**src/rtl/result_display.sv**
```systemverilog
// result_display: buffers factors from the factorization core and shows them,
// one at a time, as six BCD digits for the HEX0..HEX5 seven-segment decoders.
//
// Ports
//   clk, rst            system clock (rising edge), asynchronous active-high reset
//   fact_in/fact_last   factor value and end-of-result marker from the core
//   fact_valid          fact_in/fact_last valid
//   fact_ready          buffer can accept; a transfer is fact_valid & fact_ready
//   next_in             one-cycle pulse: advance to the next factor
//   clr_in              one-cycle pulse: flush buffer and display
//   seg1..seg6          BCD digits, seg1 = ones ... seg6 = 10^5; 4'hF = overflow
//   last_out            displayed factor carries fact_last
//   empty               buffer holds no entries
//   busy                binary-to-BCD conversion in progress
//
// Configuration
//   RESULT_WRAP_EN      entries are retained and next_in cycles through them,
//                       wrapping to entry 0 after the fact_last entry (or the
//                       last written one); only clr_in frees the buffer.
//                       Undefined: next_in pops the displayed entry.

module result_display #(
   parameter int unsigned WIDTH = 20,
   parameter int unsigned DEPTH = 8
) (
   input  logic             clk,
   input  logic             rst,
   input  logic [WIDTH-1:0] fact_in,
   input  logic             fact_last,
   input  logic             fact_valid,
   output logic             fact_ready,
   input  logic             next_in,
   input  logic             clr_in,
   output logic [3:0]       seg1,
   output logic [3:0]       seg2,
   output logic [3:0]       seg3,
   output logic [3:0]       seg4,
   output logic [3:0]       seg5,
   output logic [3:0]       seg6,
   output logic             last_out,
   output logic             empty,
   output logic             busy
);

   localparam int unsigned AW   = (DEPTH > 1) ? $clog2(DEPTH) : 1;
   localparam int unsigned CNTW = AW + 1;
   localparam int unsigned IW   = $clog2(WIDTH + 1);
   localparam int unsigned BCDW = 24;
   localparam int unsigned CW   = (WIDTH > 20) ? WIDTH : 20;
   localparam logic [IW-1:0] LAST_ITER = IW'(WIDTH - 1);

   typedef enum logic [1:0] {IDLE, CONV, SHOW} state_t;

   state_t              state;
   logic [WIDTH:0]      mem [DEPTH];
   logic [AW-1:0]       wr_ptr;
   logic [AW-1:0]       rd_ptr;
   logic [CNTW-1:0]     count;
   logic [WIDTH-1:0]    bin;
   logic [BCDW-1:0]     bcd;
   logic [IW-1:0]       iter;
   logic                cur_last;
   logic                ovf;
`ifdef RESULT_WRAP_EN
   logic                last_seen;
   logic                at_end;
`endif

   logic                full;
   logic                push;
   logic                advance;
   logic                more;
   logic [AW-1:0]       next_idx;
   logic [AW-1:0]       load_idx;
   logic [WIDTH:0]      head;
   logic                head_ovf;
   logic [BCDW-1:0]     bcd_adj;
   logic [BCDW+WIDTH-1:0] sh;
   logic [BCDW-1:0]     bcd_nx;

   assign full    = (count == CNTW'(DEPTH));
   assign push    = fact_valid && fact_ready;
   assign advance = (state == SHOW) && next_in;
   assign empty   = (count == '0);
   assign busy    = (state == CONV);

`ifdef RESULT_WRAP_EN
   // Wrap back to entry 0 after the end-of-result entry or the newest entry.
   assign at_end     = mem[rd_ptr][WIDTH] || ((CNTW'(rd_ptr) + CNTW'(1)) == count);
   assign next_idx   = at_end ? '0 : rd_ptr + AW'(1);
   assign more       = 1'b1;
   assign fact_ready = !full && !clr_in && !last_seen;
`else
   assign next_idx   = rd_ptr + AW'(1);
   assign more       = (count > CNTW'(1));
   assign fact_ready = !full && !clr_in;
`endif

   // Entry to convert: current head from IDLE, following entry from SHOW.
   assign load_idx = (state == SHOW) ? next_idx : rd_ptr;
   assign head     = mem[load_idx];
   assign head_ovf = CW'(head[WIDTH-1:0]) > CW'(999999);

   // Double-dabble step: add 3 to nibbles >= 5, then shift {bcd, bin} left.
   always_comb begin
      bcd_adj = bcd;
      for (int d = 0; d < 6; d++) begin
         if (bcd[4*d +: 4] >= 4'd5) bcd_adj[4*d +: 4] = bcd[4*d +: 4] + 4'd3;
      end
   end

   assign sh     = {bcd_adj, bin} << 1;
   assign bcd_nx = sh[BCDW+WIDTH-1:WIDTH];

   // Buffer storage (no reset needed; validity tracked by count).
   always_ff @(posedge clk) begin
      if (push) mem[wr_ptr] <= {fact_last, fact_in};
   end

   // Buffer pointers, conversion engine and display registers.
   always_ff @(posedge clk or posedge rst) begin
      if (rst) begin
         state    <= IDLE;
         wr_ptr   <= '0;
         rd_ptr   <= '0;
         count    <= '0;
         bin      <= '0;
         bcd      <= '0;
         iter     <= '0;
         cur_last <= 1'b0;
         ovf      <= 1'b0;
         seg1     <= '0;
         seg2     <= '0;
         seg3     <= '0;
         seg4     <= '0;
         seg5     <= '0;
         seg6     <= '0;
         last_out <= 1'b0;
`ifdef RESULT_WRAP_EN
         last_seen <= 1'b0;
`endif
      end else if (clr_in) begin
         state    <= IDLE;
         wr_ptr   <= '0;
         rd_ptr   <= '0;
         count    <= '0;
         bin      <= '0;
         bcd      <= '0;
         iter     <= '0;
         cur_last <= 1'b0;
         ovf      <= 1'b0;
         seg1     <= '0;
         seg2     <= '0;
         seg3     <= '0;
         seg4     <= '0;
         seg5     <= '0;
         seg6     <= '0;
         last_out <= 1'b0;
`ifdef RESULT_WRAP_EN
         last_seen <= 1'b0;
`endif
      end else begin
         if (push) wr_ptr <= wr_ptr + AW'(1);

`ifdef RESULT_WRAP_EN
         if (push) count <= count + CNTW'(1);
         if (push && fact_last) last_seen <= 1'b1;
`else
         case ({push, advance})
            2'b10:   count <= count + CNTW'(1);
            2'b01:   count <= count - CNTW'(1);
            default: ;
         endcase
`endif

         case (state)
            IDLE: begin
               if (count != '0) begin
                  bin      <= head[WIDTH-1:0];
                  bcd      <= '0;
                  iter     <= '0;
                  cur_last <= head[WIDTH];
                  ovf      <= head_ovf;
                  state    <= CONV;
               end
            end
            CONV: begin
               bin  <= sh[WIDTH-1:0];
               bcd  <= bcd_nx;
               iter <= iter + IW'(1);
               if (iter == LAST_ITER) begin
                  state    <= SHOW;
                  last_out <= cur_last;
                  seg1     <= ovf ? 4'hF : bcd_nx[3:0];
                  seg2     <= ovf ? 4'hF : bcd_nx[7:4];
                  seg3     <= ovf ? 4'hF : bcd_nx[11:8];
                  seg4     <= ovf ? 4'hF : bcd_nx[15:12];
                  seg5     <= ovf ? 4'hF : bcd_nx[19:16];
                  seg6     <= ovf ? 4'hF : bcd_nx[23:20];
               end
            end
            SHOW: begin
               if (next_in) begin
                  rd_ptr <= next_idx;
                  if (more) begin
                     bin      <= head[WIDTH-1:0];
                     bcd      <= '0;
                     iter     <= '0;
                     cur_last <= head[WIDTH];
                     ovf      <= head_ovf;
                     state    <= CONV;
                  end else begin
                     state    <= IDLE;
                     seg1     <= '0;
                     seg2     <= '0;
                     seg3     <= '0;
                     seg4     <= '0;
                     seg5     <= '0;
                     seg6     <= '0;
                     last_out <= 1'b0;
                  end
               end
            end
            default: state <= IDLE;
         endcase
      end
   end

endmodule
```
**config.mk**
```make
export PLATFORM = sky130hd
export DESIGN_NAME = result_display
export DESIGN_NICKNAME = d
export VERILOG_FILES = /design/src/rtl/result_display.sv
export SDC_FILE = /design/constraint.sdc
export NUM_CORES = 1
export LEC_CHECK = 0
export ABC_AREA = 1
export CAP_MARGIN = 15
export CORE_MARGIN = 2
export CORE_UTILIZATION = 30
export CTS_BUF_LIST = sky130_fd_sc_hd__clkbuf_8 sky130_fd_sc_hd__clkbuf_16
export CTS_CLUSTER_SIZE = 25
export DETAILED_ROUTE_END_ITERATION = 16
export HOLD_SLACK_MARGIN = 0.15
export PLACE_DENSITY = 0.57
export SLEW_MARGIN = 10
export SYNTH_ARGS = -nofsm -noshare
export SYNTH_HDL_FRONTEND = slang
export SYNTH_SLANG_ARGS = --single-unit
```
**constraint.sdc**
```tcl
create_clock -name clk -period 2.7 [get_ports clk]
set_input_delay 0.54 -clock clk [delete_from_list [all_inputs] [get_ports clk]]
set_output_delay 0.54 -clock clk [all_outputs]
set_load 0.01 [all_outputs]
```
==> results of run 1 <==
==> per-layer routing <==
layer | vias to the layer above | GRT usage, % | routed length (microns)
met5 | - | 0 | 0
met4 | 0 | 3.25 | 543
met3 | 38 | 2.00 | 1080
met2 | 156 | 21.3 | 11500
met1 | 3556 | 18.0 | 11500
li1 | 3657 | - | -
==> final cells by class <==
class                   instances  area, sq um  area share, %
clock buffers                  28          689           5.25
clock inverters                18          118          0.895
inverters                      97          368           2.80
multi-input cells             615         3210           24.5
flip-flops and latches        256         7250           55.2
well taps                     468          586           4.46
repair buffers                 81          916           6.97
==> critical path: stages (launching register included) <==
cell             delay (ns)
dfrtp_1                0.39
inv_1                  0.10
ha_1                   0.24
nand3_1                0.09
nand2_1                0.05
inv_1                  0.08
clkdlybuf4s50_1        0.54
==> worst paths after layout <==
path | start | end | slack, ns | cells after the start
worst max-delay path | count[0]$_DFFE_PP0P_ | fact_ready | 0.14 | 6
worst min-delay path | rst | bcd[22]$_DFFE_PP0P_ | 0.45 | 2
worst max register to register | state[1]$_DFFE_PP0P_ | bin[3]$_DFFE_PP0P_ | 0.45 | 10
worst min register to register | bin[0]$_DFFE_PP0P_ | bin[0]$_DFFE_PP0P_ | 0.49 | 2
max in group asynchronous | rst | bin[3]$_DFFE_PP0P_ | 1.67 | 3
min in group clk | bin[0]$_DFFE_PP0P_ | bin[0]$_DFFE_PP0P_ | 0.49 | 2
==> cell usage in the layout (no fill, tap or decap), types with 2 or more instances in the layout <==
| cell type | Yosys | routed |
|---|---|---|
| a21o_1 | 2 | 2 |
| a21oi_1 | 15 | 15 |
| a22o_1 | 24 | 24 |
| a22oi_1 | 19 | 19 |
| buf_12 | 0 | 14 |
| buf_4 | 5 | 14 |
| clkbuf_16 | 0 | 27 |
| clkdlybuf4s50_1 | 0 | 53 |
| clkinv_1 | 0 | 2 |
| clkinv_2 | 0 | 4 |
| dfrtp_1 | 88 | 88 |
| edfxtp_1 | 168 | 168 |
| ha_1 | 18 | 18 |
| inv_1 | 93 | 101 |
| inv_2 | 4 | 4 |
| nand2_1 | 228 | 226 |
| nand2_2 | 2 | 4 |
| nand3_1 | 112 | 112 |
| nand3b_1 | 2 | 2 |
| nor2_1 | 46 | 38 |
| nor2_2 | 4 | 12 |
| nor3_1 | 4 | 4 |
| o21a_1 | 2 | 2 |
| o21ai_0 | 71 | 70 |
| o21ai_2 | 1 | 4 |
| o221ai_1 | 14 | 14 |
| o22ai_1 | 25 | 25 |
| or2_2 | 9 | 9 |
| xor2_1 | 7 | 7 |
==> cell families after synthesis <==
group           Yosys count
compound gates          180
buf+inv                 144
flops                   256
fa+ha+maj                18
simple gates            409
xor+xnor                  8
==> where the power goes <==
group          internal [mW]  leakage [nW]  switching (mW)
logic                  0.862          2.17            1.77
registers               4.44          2.72           0.149
clock network           1.93         0.435            1.49
==> flip-flops by register name, indices dropped and copies added, names as in the netlist <==
register	count
rd_ptr	3
seg1	4
cur_last	1
seg2	4
mem	168
bcd	24
seg6	4
count	4
seg4	4
seg3	4
wr_ptr	3
state	2
iter	5
seg5	4
bin	20
last_out	1
ovf	1
==> metrics by stage <==
| step | instances | total power [mW] | setup WS, ns | utilization (%) |
|---|---|---|---|---|
| after CTS | 1563 | 10.8 | 0.107 | 36.1 |
| after global placement | 1517 | 7.30 | 0.147 | 33.9 |
| after detailed placement | 1517 | 7.33 | 0.0672 | 33.9 |
| after floorplan | 1015 | 6.39 | 0.197 | - |
| after global routing | 1563 | 11.2 | 0.0216 | 36.1 |
| final | 1563 | 10.6 | 0.140 | 36.1 |
==> flow_summary.json, run 1 <==
{
  "cp-start-kind": "register",
  "synth-edff-count": 168,
  "routabilityCongestion": 0.758,
  "fin_setup_tns_ns": 0,
  "synthTopCellsByArea": "edfxtp_1 (46%), dfrtp_1 (20%), nand2_1 (7.8%), nand3_1 (5.1%), o21ai_0 (3.2%)",
  "wire_per_inst_microns": 15.8,
  "p_per_area_nw_per_um2": 810,
  "yosysSeqAreaShare_pct": 65.8,
  "postCtsSetupBuffers": 0,
  "synth_cells": 1015,
  "cp.arrival_ns": 2.02,
  "io_buffer_count": 53,
  "dpl.hpwl_microns": 15200,
  "grt_pass1_wl_microns": 39800,
  "critical_path_required_ns": 2.16,
  "synth_compound_gate_area_share_pct": 10.4,
  "ant_nets": 0,
  "yosysTopAreaCell": "edfxtp_1",
  "ios": 54,
  "overflow": 0,
  "yosysMostFrequentCell": "nand2_1",
  "synthAdderAreaFrac_pct": 2.05,
  "relSlewSlack_pct": 51.5,
  "yosys_warnings": 0,
  "cap_violations": 0,
  "grt_max_degree": 84,
  "leakagePower_nw": 5.32,
  "ctsResizeCount": 0,
  "cts.sink_count": 256,
  "synthMuxAreaShare_pct": 0,
  "syn_area_sq_um": 11000,
  "synth-xor-area-share_pct": 0.637,
  "dr_total_vias": 7407,
  "cts_buffers": 27,
  "synth_top_area_share_pct": 45.8,
  "fmax_mhz": 391,
  "whs_ns": 0.448,
  "synth_nets": 1059,
  "start_util_pct": 30.3,
  "htreeDepth": 1,
  "cts_tree": "built",
  "finalCriticalPeriod_ns": 2.56,
  "die_w_microns": 196,
  "crit_fanout": 4,
  "drive_gt1_share_pct": 8.86,
  "die_h_microns": 196,
  "report.final.slew_viol_count": 0,
  "diodes": 0,
  "fin_skew_ns": 0.0215,
  "routed_wl_microns": 24700,
  "area_growth_pct": 19.4,
  "rsz0062_at_grt": "no",
  "antenna_found_initial": 0,
  "fillCellCount": 3547,
  "synth_area_per_cell_sq_um": 10.8,
  "clockBufferDepth": 3,
  "synth_top_family_by_area": "simple AND/OR/NAND/NOR gates",
  "hp-class": "in2async",
  "synthTopCellsByCount": "nand2_1 (228), edfxtp_1 (168), nand3_1 (112)",
  "finalCritPeriodShare_pct": 94.8,
  "status": "complete, no violations",
  "placed_area_sq_um": 12300,
  "ys_types": 34,
  "synthSimpleGateAreaFrac_pct": 15.7,
  "first_pass_iters": 5,
  "vias_per_cell": 4.74,
  "coreArea_sq_um": 36300,
  "rows": 70,
  "cts_hold_buf": 0,
  "insertion_delay_ns": 0.55,
  "grt_pass1_vias": 7245,
  "remaining_drc_errors": 0,
  "hold_viol": 0,
  "cp-end-kind": "output pin",
  "path_class": "reg2out",
  "first_iter_violations": 489,
  "final_area_sq_um": 13100,
  "clk_transition_reported_paths_ns": 0.06,
  "cts_root_buffer": "clkbuf_16",
  "worst_pin_slew_ns": 0.727,
  "layout.nets": 1122,
  "setup_viol": 0,
  "dieArea_sq_um": 38200,
  "ys_seq_elements": 256,
  "vdd_drop_max_uv": 525,
  "ys.flop_type": "edfxtp_1",
  "grt_usage_pct": 13.0,
  "async_flop_share_pct": 34.4
}
Power figures use the tool's default switching activity.
==> run 2, diff against run 1 <==
--- a/config.mk
+++ b/config.mk
@@ -14,6 +14,7 @@
 export DETAILED_ROUTE_END_ITERATION = 16
 export HOLD_SLACK_MARGIN = 0.15
 export PLACE_DENSITY = 0.57
+export RECOVER_POWER = 50
 export SLEW_MARGIN = 10
 export SYNTH_ARGS = -nofsm -noshare
 export SYNTH_HDL_FRONTEND = slang
==> run 2 against run 1 <==
- total power is 0.20% lower
- largest cell class unchanged
- critical endpoint is now empty
- via count is 0.16% higher
- sequential power hardly changed
- combinational power hardly changed
- count of clock-buffer cells in the layout stayed put
- design area is 0.30% lower
- highest routed layer unchanged
- critical path type unchanged
- clock skew hardly changed
- first-iteration DRC count is 2.0% higher
- register-to-register slack worse by 0.05 ns
==> flow_summary.json, run 2 (synthesis results as in run 1) <==
{
  "status": "complete, no violations",
  "leakagePower_nw": 5.32,
  "drive_gt1_share_pct": 8.58,
  "first_iter_violations": 499,
  "dr_total_vias": 7419,
  "overflow": 0,
  "reg_top3": "mem x168, bcd x24, bin x20",
  "fin_setup_tns_ns": 0,
  "hold_viol": 0,
  "cp-start-kind": "register",
  "antenna_found_initial": 0,
  "largest_register_ffs": 168,
  "routed_wl_microns": 24700,
  "power_mw": 10.6,
  "hold_end": "bin[0]$_DFFE_PP0P_",
  "vdd_drop_max_uv": 525,
  "regToRegSetupSlack_ns": 0.40,
  "finalCritPeriodShare_pct": 95.0,
  "regMostFlops": "mem",
  "cts_root_buffer": "clkbuf_16",
  "htreeDepth": 1,
  "mostFrequentLayoutCell": "nand2_1",
  "vias_per_cell": 4.75,
  "rsz0062_at_grt": "no",
  "cts_tree": "built",
  "ant_nets": 0,
  "remaining_drc_errors": 0,
  "cpMaxStageDelayCell": "clkdlybuf4s50_1",
  "ctsResizeCount": 0,
  "postCtsSetupBuffers": 0,
  "final_area_sq_um": 13100,
  "routabilityCongestion": 0.758,
  "insertion_delay_ns": 0.55,
  "hp-class": "reg2reg",
  "hp-start": "bin[0]$_DFFE_PP0P_",
  "cp-end-kind": "output pin",
  "critical_path_required_ns": 2.16,
  "ios": 54,
  "clockBufferDepth": 3,
  "cap_violations": 0,
  "dieArea_sq_um": 38200,
  "grt_max_degree": 84,
  "report.final.slew_viol_count": 0,
  "die_w_microns": 196,
  "utilization_pct": 36.0,
  "fin_skew_ns": 0.0216,
  "io_buffer_count": 53,
  "slowest_delay_ns": 0.55,
  "first_pass_iters": 5,
  "clk_transition_reported_paths_ns": 0.06,
  "reg2regPathDepth": 13,
  "finalCriticalPeriod_ns": 2.56,
  "coreArea_sq_um": 36300,
  "holdPathStages": 2,
  "setup_viol": 0,
  "path_class": "reg2out",
  "grt_pass1_vias": 7245,
  "fmax_mhz": 390,
  "r2r-start": "state[1]$_DFFE_PP0P_",
  "r2r_end": "ovf$_DFFE_PP0P_",
  "grt_pass1_wl_microns": 39800,
  "start_util_pct": 30.3,
  "rows": 70,
  "diodes": 0,
  "cts.sink_count": 256,
  "p_per_area_nw_per_um2": 811,
  "placed_area_sq_um": 12300,
  "whs_ns": 0.494,
  "layout.nets": 1122,
  "cts_hold_buf": 0,
  "grt_usage_pct": 13.0,
  "worstPathCellList": "inv_1 > ha_1 > and2_1 > clkdlybuf4s50_1",
  "relSlewSlack_pct": 19.2,
  "area_growth_pct": 19.0,
  "cts_buffers": 27,
  "die_h_microns": 196,
  "dpl.hpwl_microns": 15200,
  "wire_per_inst_microns": 15.8,
  "cp.arrival_ns": 2.02,
  "final_cell_mix": "nand2_1 (227), edfxtp_1 (168), nand3_1 (112), inv_1 (101), dfrtp_1 (88)",
  "crit_fanout": 4,
  "worst_pin_slew_ns": 1.21
}
-- run 2: cell count changes in the layout (fill, tap and decap cells not counted), moves of 2 or more --
cell,previous run,this run
buf_12,14,12
clkbuf_2,0,2
clkdlybuf4s50_1,53,31
dlygate4sd3_1,0,22
nor2_1,38,40
nor2_2,12,10
-- run 2: how the worst max path moves through the flow --
stage / startpoint / endpoint / slack, ns / cells after the start
after global placement: clr_in / bin[0]$_DFFE_PP0P_ / 0.15 / 10
final: count[0]$_DFFE_PP0P_ / empty / 0.14 / 4
after global routing: count[0]$_DFFE_PP0P_ / fact_ready / 0.02 / 6
after floorplan: count[0]$_DFFE_PP0P_ / mem[0][0]$_DFFE_PP_ / 0.20 / 9
after detailed placement: clr_in / bin[3]$_DFFE_PP0P_ / 0.07 / 10
after CTS: count[0]$_DFFE_PP0P_ / empty / 0.11 / 4
-- run 2: report_power, final --
group | total [mW] | leakage (nW) | switching (mW) | internal, mW
combinational | 2.61 | 2.16 | 1.76 | 0.848
sequential | 4.58 | 2.72 | 0.148 | 4.44
clock | 3.43 | 0.435 | 1.49 | 1.93
total | 10.6 | 5.32 | 3.40 | 7.22
-- run 2: per-stage QoR --
step,instances,setup WS [ns]
after floorplan,1015,0.197
after global placement,1517,0.147
after detailed placement,1517,0.0672
after CTS,1563,0.107
after global routing,1563,0.0216
final,1563,0.136
-- run 2: metal layers --
metal  track usage, %  up-vias  part of all wire, %
li1                 -     3657                    -
met1             18.0     3568                   47
met2             21.3      156                   47
met3             2.00       38                  4.4
met4             3.25        0                  2.2
met5                0        -                    0
-- run 2: critical path, delay by kind of cell, from the launching register on --
family        cells  cell delay (ns)
fa+ha+maj         1             0.22
flops             1             0.41
simple gates      1             0.20
buf+inv           2             0.67
-- run 2: area by class of cell --
type	count	area, sq um
fillers	3552	23300
clock inverters	18	118
inverters	97	365
flip-flops and latches	256	7250
well taps	468	586
repair buffers	81	886
clock buffers	28	689
multi-input cells	615	3210
